### config.mk
export PLATFORM = sky130hd
export DESIGN_NAME = load_trans_buffer_flat
export DESIGN_NICKNAME = d
export VERILOG_FILES = /design/src/rtl/load_trans_buffer_if.sv /design/src/rtl/load_trans_buffer.sv /design/src/flat_wrapper.sv
export SDC_FILE = /design/constraint.sdc
export NUM_CORES = 1
export LEC_CHECK = 0
export CAP_MARGIN = 20
export CORE_ASPECT_RATIO = 1.4
export CORE_UTILIZATION = 30
export CTS_CLUSTER_SIZE = 10
export DETAILED_ROUTE_END_ITERATION = 8
export GPL_TIMING_DRIVEN = 1
export REMOVE_ABC_BUFFERS = 1
export SYNTH_ARGS = -nofsm -noshare
export SYNTH_HDL_FRONTEND = slang
export SYNTH_SLANG_ARGS = --single-unit
### constraint.sdc
create_clock -name clk_i -period 6.22 [get_ports clk_i]
set_input_delay 0.933 -clock clk_i [delete_from_list [all_inputs] [get_ports clk_i]]
set_output_delay 0.933 -clock clk_i [all_outputs]
set_load 0.05 [all_outputs]
### src/rtl/load_trans_buffer_if.sv
// rtl/load_trans_buffer_if.sv - load/cache/writeback signal bundle for load_trans_buffer
//
// Purpose: groups the load-unit request, cache response, flush and scoreboard
// writeback signals of load_trans_buffer. Signal names and _i/_o suffixes are
// taken from the buffer's point of view.
// Modports:
//   slave  - the buffer itself (requests/responses in, ready/id/result out)
//   master - the surrounding pipeline (load unit, cache, scoreboard)
interface load_trans_buffer_if #(
  parameter int NR_ENTRIES = 2,
  parameter int XLEN       = 64,
  parameter int TRANS_ID_W = 3
);
  localparam int ID_W  = (NR_ENTRIES > 1) ? $clog2(NR_ENTRIES) : 1;
  localparam int OFF_W = $clog2(XLEN / 8);

  logic                  req_valid_i;
  logic                  req_ready_o;
  logic [TRANS_ID_W-1:0] req_trans_id_i;
  logic [OFF_W-1:0]      req_offset_i;
  logic [1:0]            req_size_i;
  logic                  req_signed_i;
  logic [ID_W-1:0]       req_id_o;
  logic                  rsp_valid_i;
  logic [ID_W-1:0]       rsp_id_i;
  logic [XLEN-1:0]       rsp_data_i;
  logic                  flush_i;
  logic                  result_valid_o;
  logic [TRANS_ID_W-1:0] result_trans_id_o;
  logic [XLEN-1:0]       result_data_o;
  logic                  empty_o;

  modport slave (
    input  req_valid_i, req_trans_id_i, req_offset_i, req_size_i, req_signed_i,
    input  rsp_valid_i, rsp_id_i, rsp_data_i, flush_i,
    output req_ready_o, req_id_o, result_valid_o, result_trans_id_o,
    output result_data_o, empty_o
  );

  modport master (
    output req_valid_i, req_trans_id_i, req_offset_i, req_size_i, req_signed_i,
    output rsp_valid_i, rsp_id_i, rsp_data_i, flush_i,
    input  req_ready_o, req_id_o, result_valid_o, result_trans_id_o,
    input  result_data_o, empty_o
  );
endinterface

### src/rtl/load_trans_buffer.sv
// rtl/load_trans_buffer.sv - outstanding-load tracker between load unit and data cache
//
// Purpose: each accepted load takes a slot whose index is the cache request ID.
// The slot keeps the scoreboard transaction ID and alignment metadata; when the
// cache answers, the value is extracted, extended and written back one cycle later.
// Ports:
//   clk_i   - clock, rising edge
//   rst_ni  - asynchronous active-low reset
//   bus     - load_trans_buffer_if.slave: request/allocation, cache response,
//             flush, registered writeback result and empty flag
module load_trans_buffer #(
  parameter int NR_ENTRIES = 2,
  parameter int XLEN       = 64,
  parameter int TRANS_ID_W = 3
) (
  input  logic                 clk_i,
  input  logic                 rst_ni,
  load_trans_buffer_if.slave   bus
);
  localparam int ID_W  = (NR_ENTRIES > 1) ? $clog2(NR_ENTRIES) : 1;
  localparam int OFF_W = $clog2(XLEN / 8);

  // Per-slot state
  logic [NR_ENTRIES-1:0] valid_q, valid_d;
  logic [NR_ENTRIES-1:0] killed_q, killed_d;
  logic [TRANS_ID_W-1:0] trans_id_q [NR_ENTRIES];
  logic [TRANS_ID_W-1:0] trans_id_d [NR_ENTRIES];
  logic [OFF_W-1:0]      offset_q   [NR_ENTRIES];
  logic [OFF_W-1:0]      offset_d   [NR_ENTRIES];
  logic [1:0]            size_q     [NR_ENTRIES];
  logic [1:0]            size_d     [NR_ENTRIES];
  logic [NR_ENTRIES-1:0] signed_q, signed_d;

  // Writeback register
  logic                  result_valid_q, result_valid_d;
  logic [TRANS_ID_W-1:0] result_trans_id_q, result_trans_id_d;
  logic [XLEN-1:0]       result_data_q, result_data_d;

  // Allocation
  logic                  free_found;
  logic [ID_W-1:0]       alloc_id;
  logic                  alloc;

  // Response slot selection
  logic                  rsp_hit;
  logic                  sel_killed;
  logic [TRANS_ID_W-1:0] sel_trans_id;
  logic [OFF_W-1:0]      sel_offset;
  logic [1:0]            sel_size;
  logic                  sel_signed;

  // Extraction
  logic [XLEN-1:0]       shifted;
  logic [XLEN-1:0]       keep_mask;
  logic                  sign_bit;
  logic [XLEN-1:0]       ext_data;

  // Lowest free slot; scanning downward lets the lowest index win.
  // Uses registered state only, so a slot freed this cycle is not visible yet.
  always_comb begin
    free_found = 1'b0;
    alloc_id   = '0;
    for (int i = NR_ENTRIES - 1; i >= 0; i--) begin
      if (!valid_q[i]) begin
        free_found = 1'b1;
        alloc_id   = ID_W'(i);
      end
    end
  end

  assign alloc = bus.req_valid_i && free_found && !bus.flush_i;

  // Decode the answered slot with a compare loop so IDs beyond NR_ENTRIES
  // (non power-of-two depths) simply miss instead of indexing out of range.
  always_comb begin
    rsp_hit      = 1'b0;
    sel_killed   = 1'b0;
    sel_trans_id = '0;
    sel_offset   = '0;
    sel_size     = '0;
    sel_signed   = 1'b0;
    for (int i = 0; i < NR_ENTRIES; i++) begin
      if (bus.rsp_id_i == ID_W'(i)) begin
        rsp_hit      = bus.rsp_valid_i && valid_q[i];
        sel_killed   = killed_q[i];
        sel_trans_id = trans_id_q[i];
        sel_offset   = offset_q[i];
        sel_size     = size_q[i];
        sel_signed   = signed_q[i];
      end
    end
  end

  // Shift the addressed bytes down, keep the access width, then fill the upper
  // bits with ones when a signed value is negative. The mask form avoids
  // zero-width replications when XLEN is 32.
  always_comb begin
    shifted = bus.rsp_data_i >> {sel_offset, 3'b000};
    case (sel_size)
      2'd0: begin
        keep_mask = XLEN'(8'hFF);
        sign_bit  = shifted[7];
      end
      2'd1: begin
        keep_mask = XLEN'(16'hFFFF);
        sign_bit  = shifted[15];
      end
      2'd2: begin
        keep_mask = XLEN'(32'hFFFF_FFFF);
        sign_bit  = shifted[31];
      end
      default: begin
        keep_mask = '1;
        sign_bit  = shifted[XLEN-1];
      end
    endcase
    ext_data = shifted & keep_mask;
    if (sel_signed && sign_bit) begin
      ext_data = ext_data | ~keep_mask;
    end
  end

  // Slot next state. Allocation never coincides with a flush and never hits
  // a slot that is being answered (that slot is still valid in registered state).
  always_comb begin
    valid_d    = valid_q;
    killed_d   = killed_q;
    trans_id_d = trans_id_q;
    offset_d   = offset_q;
    size_d     = size_q;
    signed_d   = signed_q;
    for (int i = 0; i < NR_ENTRIES; i++) begin
      // Killed slots stay occupied so the cache ID is not reused before the reply.
      if (bus.flush_i && valid_q[i]) begin
        killed_d[i] = 1'b1;
      end
      if (rsp_hit && (bus.rsp_id_i == ID_W'(i))) begin
        valid_d[i] = 1'b0;
      end
      if (alloc && (alloc_id == ID_W'(i))) begin
        valid_d[i]    = 1'b1;
        killed_d[i]   = 1'b0;
        trans_id_d[i] = bus.req_trans_id_i;
        offset_d[i]   = bus.req_offset_i;
        size_d[i]     = bus.req_size_i;
        signed_d[i]   = bus.req_signed_i;
      end
    end
  end

  // Writeback: trans ID and data hold their value between pulses.
  always_comb begin
    result_valid_d    = rsp_hit && !sel_killed && !bus.flush_i;
    result_trans_id_d = result_trans_id_q;
    result_data_d     = result_data_q;
    if (result_valid_d) begin
      result_trans_id_d = sel_trans_id;
      result_data_d     = ext_data;
    end
  end

  always_ff @(posedge clk_i or negedge rst_ni) begin
    if (!rst_ni) begin
      valid_q           <= '0;
      killed_q          <= '0;
      signed_q          <= '0;
      for (int i = 0; i < NR_ENTRIES; i++) begin
        trans_id_q[i] <= '0;
        offset_q[i]   <= '0;
        size_q[i]     <= '0;
      end
      result_valid_q    <= 1'b0;
      result_trans_id_q <= '0;
      result_data_q     <= '0;
    end else begin
      valid_q           <= valid_d;
      killed_q          <= killed_d;
      signed_q          <= signed_d;
      for (int i = 0; i < NR_ENTRIES; i++) begin
        trans_id_q[i] <= trans_id_d[i];
        offset_q[i]   <= offset_d[i];
        size_q[i]     <= size_d[i];
      end
      result_valid_q    <= result_valid_d;
      result_trans_id_q <= result_trans_id_d;
      result_data_q     <= result_data_d;
    end
  end

  assign bus.req_ready_o       = free_found && !bus.flush_i;
  assign bus.req_id_o          = alloc_id;
  assign bus.result_valid_o    = result_valid_q;
  assign bus.result_trans_id_o = result_trans_id_q;
  assign bus.result_data_o     = result_data_q;
  assign bus.empty_o           = ~|valid_q;
endmodule

### src/flat_wrapper.sv
// flat-port wrapper written by rule: the top's interface ports become plain ports
module load_trans_buffer_flat 
#(
  parameter int NR_ENTRIES = 2,
  parameter int XLEN       = 64,
  parameter int TRANS_ID_W = 3
)
  (clk_i, rst_ni, bus_req_valid_i, bus_req_trans_id_i, bus_req_offset_i, bus_req_size_i, bus_req_signed_i, bus_rsp_valid_i, bus_rsp_id_i, bus_rsp_data_i, bus_flush_i, bus_req_ready_o, bus_req_id_o, bus_result_valid_o, bus_result_trans_id_o, bus_result_data_o, bus_empty_o);
  load_trans_buffer_if #(.NR_ENTRIES(NR_ENTRIES), .XLEN(XLEN), .TRANS_ID_W(TRANS_ID_W)) bus_i ();
  input  logic clk_i;
  input  logic rst_ni;
  input wire logic [$bits(bus_i.req_valid_i)-1:0] bus_req_valid_i;
  input wire logic [$bits(bus_i.req_trans_id_i)-1:0] bus_req_trans_id_i;
  input wire logic [$bits(bus_i.req_offset_i)-1:0] bus_req_offset_i;
  input wire logic [$bits(bus_i.req_size_i)-1:0] bus_req_size_i;
  input wire logic [$bits(bus_i.req_signed_i)-1:0] bus_req_signed_i;
  input wire logic [$bits(bus_i.rsp_valid_i)-1:0] bus_rsp_valid_i;
  input wire logic [$bits(bus_i.rsp_id_i)-1:0] bus_rsp_id_i;
  input wire logic [$bits(bus_i.rsp_data_i)-1:0] bus_rsp_data_i;
  input wire logic [$bits(bus_i.flush_i)-1:0] bus_flush_i;
  output wire logic [$bits(bus_i.req_ready_o)-1:0] bus_req_ready_o;
  output wire logic [$bits(bus_i.req_id_o)-1:0] bus_req_id_o;
  output wire logic [$bits(bus_i.result_valid_o)-1:0] bus_result_valid_o;
  output wire logic [$bits(bus_i.result_trans_id_o)-1:0] bus_result_trans_id_o;
  output wire logic [$bits(bus_i.result_data_o)-1:0] bus_result_data_o;
  output wire logic [$bits(bus_i.empty_o)-1:0] bus_empty_o;
  assign bus_i.req_valid_i = bus_req_valid_i;
  assign bus_i.req_trans_id_i = bus_req_trans_id_i;
  assign bus_i.req_offset_i = bus_req_offset_i;
  assign bus_i.req_size_i = bus_req_size_i;
  assign bus_i.req_signed_i = bus_req_signed_i;
  assign bus_i.rsp_valid_i = bus_rsp_valid_i;
  assign bus_i.rsp_id_i = bus_rsp_id_i;
  assign bus_i.rsp_data_i = bus_rsp_data_i;
  assign bus_i.flush_i = bus_flush_i;
  assign bus_req_ready_o = bus_i.req_ready_o;
  assign bus_req_id_o = bus_i.req_id_o;
  assign bus_result_valid_o = bus_i.result_valid_o;
  assign bus_result_trans_id_o = bus_i.result_trans_id_o;
  assign bus_result_data_o = bus_i.result_data_o;
  assign bus_empty_o = bus_i.empty_o;
  load_trans_buffer #(.NR_ENTRIES(NR_ENTRIES), .XLEN(XLEN), .TRANS_ID_W(TRANS_ID_W)) u_core (.clk_i(clk_i), .rst_ni(rst_ni), .bus(bus_i));
endmodule
# Word-level counts from Yosys, hierarchy flattened
# Index checks and enable logic that the tools add are counted.
[op_classes]
n_eq_ne = 2
n_shift = 1
n_mux = 20
bitwise = 5
n_reduce_logical = 23
[ops]
columns = ["operator", "n"]
rows = [
  ["$pmux 64 s3", 1],
  ["$and 64x64->64", 1],
  ["$mux 64", 1],
  ["$not 64->64", 1],
  ["$or 64x64->64", 1],
  ["$shr 64x6->64", 1],
  ["$logic_and 1x1->1", 14],
  ["$mux 1", 14],
  ["$reduce_bool 2->1", 4],
  ["$mux 3", 2],
  ["$logic_not 1->1", 3],
  ["$pmux 1 s3", 1],
  ["$eq 2x1->1 const B", 1],
  ["$eq 2x2->1 const B", 1],
  ["$logic_not 2->1", 1],
  ["$mux 2", 1],
  ["$not 1->1", 2],
  ["$reduce_or 2->1", 1],
]
[word_totals]
register_bits = 90
in_bits = 79
out_inout_bits = 71
wordCells = 66

# Logic depth before layout (Yosys ltp)
# Gate-level depths: netlist (run 1).
[logic_depth]
word_depth = 6
depth_mapped = 11
mapped_depth_nobuf = 6

# Worst setup path after synthesis (run 1)
# OpenSTA, ideal clock, no wires.
[synth_timing]
kind = "input -> register"
start = "in bus_rsp_id_i"
end = "reg u_core.result_data_q[57], in the netlist u_core.bus.result_data_o[57]"
setup_time_ns = 0.122
arrival_ns = 2.723
required_time_ns = 6.098
slack_ns = 3.374
cell_stages = 8
n_path_buf = 2
path_cell_list = "buf_6 -> mux2i_4 -> mux4_2 -> mux2i_4 -> o2111ai_2 -> o21ai_4 -> buf_6 -> a21oi_1"
[synth_via]
elab_chain_cells = 6
elab_cells_between_ends = 19
classes_between = "eq/ne (2); shift (1); mux (8); bitwise (3); reduce/logical (5)"
[synth_rtl]
columns = ["element", "line_no", "source"]
rows = [
  ["start, declared", "flat_wrapper.sv:18", "input wire logic [$bits(bus_i.rsp_id_i)-1:0] bus_rsp_id_i;"],
  ["branches (longest 6 deep; another with $shr 64x6->64)", "n/a", ""],
  ["end signal, assigned", "load_trans_buffer.sv:186", "result_data_q <= result_data_d;"],
  ["end, declared", "load_trans_buffer.sv:37", "logic [XLEN-1:0] result_data_q, result_data_d;"],
]
# Several ways; the timed one is not identified.
# A chain may end at the register's enable or synchronous reset.

# Worst setup path in the final report (run 1)
[layout_timing]
start = "in bus_rsp_id_i"
end = "reg u_core.result_data_q[36], in the netlist u_core.bus.result_data_o[36]"
# Same word-level chain as after synthesis.

==> reports/metrics.cfg, run 1 <==
[status]
outcome=finished, final reports clean

[cts]
clock_latency_ns=0.34
cts_made_buffers=9
cts_root_buffer=clkbuf_16
cts-root-to-sink-buffers=2
clk_pin_slew_worst_paths_ns=0.07
hold_buffers=0
cts.sinks=90
cts_tree=done
post_cts_buffers=0
cts_resized=0
h-tree-depth=3

[power]
ir_drop_mv=0.210
p_total_mw=4.03
leakagePower_nw=3.01
power_density_nw_per_um2=546

[detailed_routing]
drc_errors=0
drt_iter0_drc=365
drt_first_pass_iters=4
wl_mm=18.0
ant_nets=0
wl_per_cell_um=19.3
num_vias=4886
viasPerCell=5.24

[timing]
finalClockSkew_ns=0.00896
hold_viol=0
setup_viol=0
worst_slack_ns=1.74
min_period_over_period=0.721
setup-tns-final_ns=0
rsz0062_at_grt=false
worst_slew_pin_slew_ns=1.00
drv_slew=0
clock.fmax_mhz=223
relSlewSlack=0.325
fin_crit_ns=4.48
holdWs_ns=0.358

[floorplan]
fp.coreArea_um2=17400
io_pins=150
die_h_um=160
start_util=0.308
num_rows=57
die_w_um=115
dieArea_um2=18400

[placement]
hpwlAfterDp_mm=13.2
globalplace.congestion=0.930
place_inst=917
placed_cell_area_um2=7030
pre_cts_slack_ns=1.34
port-buffer-count=149

[global_route]
grt_antenna_before_repair=0
grt_usage=0.200
grt_pass1_vias=5120
grt_start_max_net_pins=90
grt_first_pass_wirelength_mm=28.0
grt_overflow=0

[setup_path]
crit_slowest_cell=clkdlybuf4s50_1
start_kind=primary input
crit_type=primary input to flip-flop
cp.arrival_ns=4.65
path_delay_family=compound AO/OA/AOI/OAI gates
slowest_delay_ns=0.98
path_cells=clkdlybuf4s50_1, mux2i_4, nor2_1, a2bb2oi_1, a21oi_4, o21ai_4, a21oi_1
crit_required_ns=6.39
crit_path_max_fanout=31
worst-path-buf-inv=1
end_kind=flip-flop

[synth]
synth_area_leaders=dfrtp_1 42%, mux2i_1 8.2%, mux4_2 6.7%
syn-cell-area_um2=5360
synth_edf_count=0
ys.flop_type=dfrtp_1
synth_cells=564
synth_seq_cells=90
ys_types=51
yosys.area.top_type=dfrtp_1
syn_avg_cell_area_um2=9.50
yosysTopAreaCellShare=0.420
yosys_warnings=0
ys_async_sr_fraction=1.00
synth_seq_area_share=0.420

[cells_and_area]
fin_area_um2=7380
drive_gt1_frac=0.121
area_growth_pct=37.7
nNetsFinal=772
antenna_cells=0
final_cells=933
final_util=0.424

[hold_path]
hp-class=primary input to async pin

[flow_run]
cap_violations=0

==> registers in the layout (all words and copies together) (netlist names) <==
signal / cells
u_core.valid_q: 2
u_core.killed_q: 2
u_core.bus.result_data_o: 64
u_core.bus.result_trans_id_o: 3
u_core.trans_id_q: 6
u_core.bus.result_valid_o: 1
u_core.signed_q: 2
u_core.offset_q: 6
u_core.size_q: 4
==> metal layers <==
layer | routed length [µm] | track usage
met3 | 922 | 0.0311
met1 | 6990 | 0.232
met4 | 771 | 0.112
met2 | 9290 | 0.347
met5 | 0 | 0
==> where the power goes <==
part	switching (mW)	internal, mW	total (mW)	leakage (nW)
combinational	1.53	0.871	2.40	1.75
clock	0.229	0.362	0.591	0.152
sequential	0.194	0.848	1.04	1.11
==> cell usage after synthesis (all sizes together) (11+ instances only) <==
| cell | count |
|---|---|
| a21oi | 58 |
| nand2b | 13 |
| mux4 | 16 |
| nand3 | 11 |
| buf | 15 |
| dfrtp | 90 |
| nor2 | 62 |
| mux2i | 46 |
| mux2 | 26 |
| nand2 | 88 |
| clkbuf | 25 |
| o21ai | 45 |
==> final timing paths <==
check	start	end	slack, ns	depth (start not counted)
setup / recovery	bus_rsp_id_i	u_core.bus.result_data_o[36]	1.74	7
hold / removal	rst_ni	u_core.bus.result_data_o[57]	0.36	1
setup reg to reg	u_core.offset_q[3]	u_core.bus.result_data_o[36]	3.07	6
hold reg to reg	u_core.bus.result_data_o[15]	u_core.bus.result_data_o[15]	0.48	2
max in group asynchronous	rst_ni	u_core.bus.result_data_o[23]	4.92	3
min in group clk_i	u_core.bus.result_data_o[15]	u_core.bus.result_data_o[15]	0.48	2
==> area by class of cell <==
class	instances	area, µm²
tap	236	295
multi-input combinational	432	2930
clock buffer	11	243
inverter	2	7.51
fill	1707	10000
clock inverter	4	76.3
sequential	90	2250
timing repair buffer	158	1580
==> cell families after synthesis <==
group	synth area share
AOI/OAI and AO/OA	0.166
and+or+nand+nor	0.162
DFF	0.420
buffers and inverters	0.0394
muxes	0.213
==> placed cells by master (no fill, tap or decap), types with 9 or more instances in the layout <==
| cell type | synthesis | layout |
|---|---|---|
| mux2i_1 | 44 | 42 |
| clkbuf_16 | 0 | 9 |
| nand3_1 | 11 | 11 |
| clkdlybuf4s50_1 | 0 | 148 |
| dfrtp_1 | 90 | 90 |
| a21oi_1 | 52 | 52 |
| buf_4 | 1 | 9 |
| o21ai_0 | 38 | 38 |
| mux2_2 | 25 | 25 |
| nand2_1 | 88 | 88 |
| nand2b_1 | 13 | 13 |
| mux4_2 | 16 | 16 |
| nor2_1 | 62 | 62 |
No activity file was read; power rests on OpenSTA's default activity.
==> run 2, diff against run 1 <==
Clock period 6.22 ns to 4.4 ns, I/O delays scaled along.
==> run 2 against run 1 <==
Compared with the run above: total power grew 42%; worst hold slack lost 0.0019 ns; global-route usage shrank 0.22 points; worst setup slack lost 0.88 ns; sequential share of layout area shrank 0.22 points; largest power group unchanged.
==> reports/metrics.cfg, run 2 (synthesized netlist as in run 1, its figures left out) <==
[status]
outcome=finished, final reports clean

[floorplan]
num_rows=57  ; unchanged
io_pins=150  ; unchanged
dieArea_um2=18400  ; unchanged
die_w_um=115  ; unchanged
start_util=0.308  ; unchanged
die_h_um=160  ; unchanged
fp.coreArea_um2=17400  ; unchanged

[placement]
placed_cell_area_um2=7130  ; +1.4%
place_inst=928  ; +1.2%
globalplace.congestion=0.874  ; -6.0%
hpwlAfterDp_mm=13.4  ; +0.94%
port-buffer-count=149  ; unchanged

[timing]
worst_slew_pin_slew_ns=0.872  ; -0.130 ns
drv_slew=0  ; unchanged
finalClockSkew_ns=0.00790  ; -0.00106 ns
min_period_over_period=0.806
hold_viol=0  ; unchanged
fin_crit_ns=3.54
holdWs_ns=0.356  ; -0.00188 ns
setup_viol=0  ; unchanged
rsz0062_at_grt=false
clock.fmax_mhz=282
relSlewSlack=0.413  ; +0.0879

[cts]
cts_made_buffers=9  ; unchanged
cts_resized=0  ; unchanged
hold_buffers=0  ; unchanged
cts.sinks=90  ; unchanged
clock_latency_ns=0.34  ; about the same
post_cts_buffers=0  ; unchanged
cts_tree=done
cts_root_buffer=clkbuf_16
cts-root-to-sink-buffers=2  ; unchanged
h-tree-depth=3  ; unchanged
clk_pin_slew_worst_paths_ns=0.07  ; about the same

[setup_path]
crit_type=primary input to flip-flop
cp.arrival_ns=3.75  ; -0.90 ns
r2r-end=u_core.bus.result_data_o[47]
end_kind=flip-flop
start_kind=primary input
rr_worst_depth=7  ; +1
r2r_setup_slack_ns=1.85  ; -1.22 ns
r2r-start=u_core.offset_q[3]
crit_path_max_fanout=18  ; -42%
crit_required_ns=4.61  ; -1.78 ns

[detailed_routing]
routed-wl-met2_mm=9.15  ; -1.5%
viasPerCell=5.30  ; +1.2%
ant_nets=0  ; unchanged
met3_length_mm=1.02  ; +10%
top_layer=met4
drc_errors=0  ; unchanged
drt_iter0_drc=359  ; -1.6%
num_vias=5005  ; +2.4%
met1_length_mm=6.84  ; -2.1%
drt_first_pass_iters=5  ; +1
wl_per_cell_um=18.9  ; -1.9%
wl_mm=17.8  ; -0.79%

[power]
p_total_mw=5.72  ; +42%
ir_drop_mv=0.330  ; +57%
leakagePower_nw=3.04  ; +1.0%
power_density_nw_per_um2=769  ; +41%

[cells_and_area]
regArea_um2=2250  ; unchanged
nNetsFinal=782  ; +1.3%
fin_area_um2=7430  ; +0.71%
multi_input_area_um2=2930  ; unchanged
antenna_cells=0  ; unchanged
fillerInstances=1751  ; +2.6%
layout_common_cells=148 x clkdlybuf4s50_1, 90 x dfrtp_1, 88 x nand2_1
area_growth_pct=38.7
layout_commonest_cell=clkdlybuf4s50_1
largest_reg_flops=64  ; unchanged
drive_gt1_frac=0.134  ; +0.0137
final_cells=944  ; +1.2%

[global_route]
grt_first_pass_wirelength_mm=27.9  ; -0.47%
grt_usage=0.198  ; -0.00223
grt_pass1_vias=5226  ; +2.1%
grt_antenna_before_repair=0  ; unchanged
grt_start_max_net_pins=56  ; -38%
grt_overflow=0  ; unchanged

[hold_path]
hp-class=primary input to async pin

[flow_run]
cap_violations=0  ; unchanged

==> run 2: cell types whose count changed in the layout (fill, tap and decap cells not counted), sizes merged <==
cell      previous run  this run
clkinvlp             1         3
bufinv               2         1
inv                  2         3
buf                 10        20
clkinv               1         0
==> run 2: through the flow <==
| step | worst slack, ns | TNS (ns) | utilization |
|---|---|---|---|
| after CTS | 0.859 | 0 | 0.427 |
| after global placement | 0.621 | 0 | 0.410 |
| after global routing | 0.628 | 0 | 0.427 |
| after floorplan | -1.35 | -71.79 | - |
| final | 0.855 | 0 | 0.427 |
| after detailed placement | 0.489 | 0 | 0.410 |
==> run 2: routing by layer <==
metal / GRT usage / up-vias
li1: - / 2294
met1: 0.225 / 2462
met2: 0.341 / 201
met3: 0.0334 / 48
met4: 0.119 / 0
met5: 0 / -
==> run 2: worst max-delay path by stage <==
stage	startpoint	endpoint	slack, ns	cells past startpoint
finish	bus_rsp_id_i	u_core.bus.result_data_o[27]	0.86	9
detailed placement	bus_rsp_id_i	u_core.bus.result_data_o[29]	0.49	9
global placement	bus_rsp_id_i	u_core.bus.result_data_o[39]	0.62	8
CTS	bus_rsp_id_i	u_core.bus.result_data_o[29]	0.86	9
global route	bus_rsp_id_i	u_core.bus.result_data_o[27]	0.63	9
floorplan	bus_rsp_id_i	u_core.bus.result_data_o[56]	-1.35	6
==> run 2: worst max-delay path, stage by stage <==
cell	delay, ns
clkdlybuf4s50_1	0.89
buf_4	0.28
mux2i_4	0.30
buf_4	0.32
nor2_1	0.22
a2bb2oi_1	0.33
a21oi_4	0.15
a2111oi_0	0.48
nor2_1	0.11
==> run 2: where the power goes <==
part	internal (mW)	leakage, nW	switching, mW	total, mW
logic	1.26	1.79	2.18	3.43
clock network	0.458	0.138	0.339	0.798
registers	1.20	1.11	0.285	1.48
total	2.92	3.04	2.80	5.72
==> run 2: cell type report <==
cell class	count	area share
Clock buffer	11	0.0327
Clock inverter	5	0.00825
Inverter	2	0.00101
Multi-Input combinational cell	432	0.394
Sequential cell	90	0.303
Tap cell	236	0.0397
Timing Repair Buffer	168	0.221
==> run 3, diff against run 2 <==
Clock period 4.4 ns to 3 ns, I/O delays scaled along.
==> run 3 against run 2 <==
Compared with the run above: via count rose by 0.60%; global-route usage rose by 1.1 points; worst setup slack got worse by 0.54 ns; largest cell class unchanged.
==> reports/metrics.cfg, run 3 (synthesized netlist as in run 1, its figures left out) <==
[status]
outcome=finished, final reports clean

[setup_path]
path_cells=clkdlybuf4s50_1, buf_12, mux2i_4, buf_4, mux4_2, mux2i_4, o2111ai_2, o21ai_4, buf_12, a21oi_1
cp.arrival_ns=2.92  ; -0.83 ns
path_delay_family=buffers and inverters
end_kind=flip-flop
crit_required_ns=3.23  ; -1.38 ns
start_kind=primary input
crit_slowest_cell=clkdlybuf4s50_1
worst-path-buf-inv=4  ; +1
crit_path_max_fanout=31  ; +13
crit_type=primary input to flip-flop
slowest_delay_ns=0.52  ; -0.37 ns

[detailed_routing]
drt_iter0_drc=335  ; -6.7%
top_layer=met4
viasPerCell=5.23  ; -1.4%
drt_first_pass_iters=5  ; unchanged
wl_mm=18.8  ; +5.3%
ant_nets=0  ; unchanged
routed-wl-met2_mm=9.74  ; +6.4%
wl_per_cell_um=19.5  ; +3.3%
drc_errors=0  ; unchanged
met3_length_um=923  ; -9.3%
met1_length_mm=7.39  ; +8.1%
num_vias=5035  ; +0.60%

[global_route]
grt_overflow=0  ; unchanged
grt_pass1_vias=5172  ; -1.0%
grt_antenna_before_repair=0  ; unchanged
grt_usage=0.209  ; +0.0106
grt_start_max_net_pins=50  ; -11%
grt_first_pass_wirelength_mm=28.7  ; +2.9%

[placement]
globalplace.congestion=1.02  ; +16%
place_inst=947  ; +2.0%
hpwlAfterDp_mm=14.2  ; +6.1%
pre_cts_slack_ns=-0.0341  ; -0.523 ns
placed_cell_area_um2=7330  ; +2.9%
port-buffer-count=149  ; unchanged

[cts]
cts_tree=done
clk_pin_slew_worst_paths_ns=0.06  ; about the same
h-tree-depth=3  ; unchanged
cts_made_buffers=9  ; unchanged
cts-root-to-sink-buffers=2  ; unchanged
cts_resized=0  ; unchanged
cts.sinks=90  ; unchanged
post_cts_buffers=0  ; unchanged
clock_latency_ns=0.35  ; about the same
cts_root_buffer=clkbuf_16
hold_buffers=0  ; unchanged

[power]
p_total_mw=8.76  ; +53%
leakagePower_nw=3.18  ; +4.8%
ir_drop_mv=0.383  ; +16%
power_density_nw_per_um2=1140  ; +48%

[cells_and_area]
regArea_um2=2250  ; unchanged
largest_reg_flops=64  ; unchanged
final_cells=963  ; +2.0%
multi_input_area_um2=2930  ; unchanged
nNetsFinal=802  ; +2.6%
fin_area_um2=7680  ; +3.3%
fillerInstances=1731  ; -1.1%
layout_common_cells=148 x clkdlybuf4s50_1, 90 x dfrtp_1, 88 x nand2_1
layout_commonest_cell=clkdlybuf4s50_1
drive_gt1_frac=0.157  ; +0.0226
antenna_cells=0  ; unchanged
area_growth_pct=43.3

[floorplan]
fp.coreArea_um2=17400  ; unchanged
num_rows=57  ; unchanged
dieArea_um2=18400  ; unchanged
die_w_um=115  ; unchanged
io_pins=150  ; unchanged
start_util=0.308  ; unchanged
die_h_um=160  ; unchanged

[timing]
finalClockSkew_ns=0.00910  ; +0.00120 ns
min_period_over_period=0.896
clock.fmax_mhz=372
rsz0062_at_grt=false
drv_slew=0  ; unchanged
setup_viol=0  ; unchanged
fin_crit_ns=2.69
worst_slew_pin_slew_ns=0.693  ; -0.179 ns
relSlewSlack=0.538  ; +0.125
worst_slack_ns=0.313  ; -0.542 ns
hold_viol=0  ; unchanged

[flow_run]
cap_violations=0  ; unchanged

[hold_path]
hp-class=primary input to async pin

-- run 3: area by class of cell --
type,instances,share of cell area
Clock buffer,11,0.0316
Clock inverter,4,0.0129
Inverter,2,0.000977
Multi-Input combinational cell,432,0.381
Sequential cell,90,0.293
Tap cell,236,0.0384
Timing Repair Buffer,188,0.241
-- run 3: layer usage --
metal,track usage,vias up
li1,-,2335
met1,0.236,2458
met2,0.370,200
met3,0.0417,42
met4,0.0980,0
met5,0,-
-- run 3: worst paths after layout --
kind / end / startpoint / depth (start not counted) / slack (ns)
hold / removal: u_core.bus.result_data_o[41] / rst_ni / 1 / 0.11
hold reg to reg: u_core.bus.result_data_o[15] / u_core.bus.result_data_o[15] / 2 / 0.49
min in group clk_i: u_core.bus.result_data_o[15] / u_core.bus.result_data_o[15] / 2 / 0.49
max in group asynchronous: u_core.bus.result_data_o[29] / rst_ni / 2 / 2.21
setup / recovery: u_core.bus.result_data_o[57] / bus_rsp_id_i / 10 / 0.31
setup reg to reg: u_core.bus.result_data_o[57] / u_core.offset_q[5] / 8 / 0.71
-- run 3: stage by stage --
step | hold WS, ns | setup TNS (ns) | util
after floorplan | 0.154 | -148.06 | -
after global placement | 0.462 | 0 | 0.421
after detailed placement | 0.472 | -0.531 | 0.421
after CTS | 0.141 | 0 | 0.441
after global routing | 0.165 | 0 | 0.441
final | 0.109 | 0 | 0.441
-- run 3: power by group --
part | switching (mW) | internal (mW) | total [mW]
sequential | 0.418 | 1.76 | 2.18
combinational | 3.28 | 1.98 | 5.27
clock | 0.483 | 0.836 | 1.32
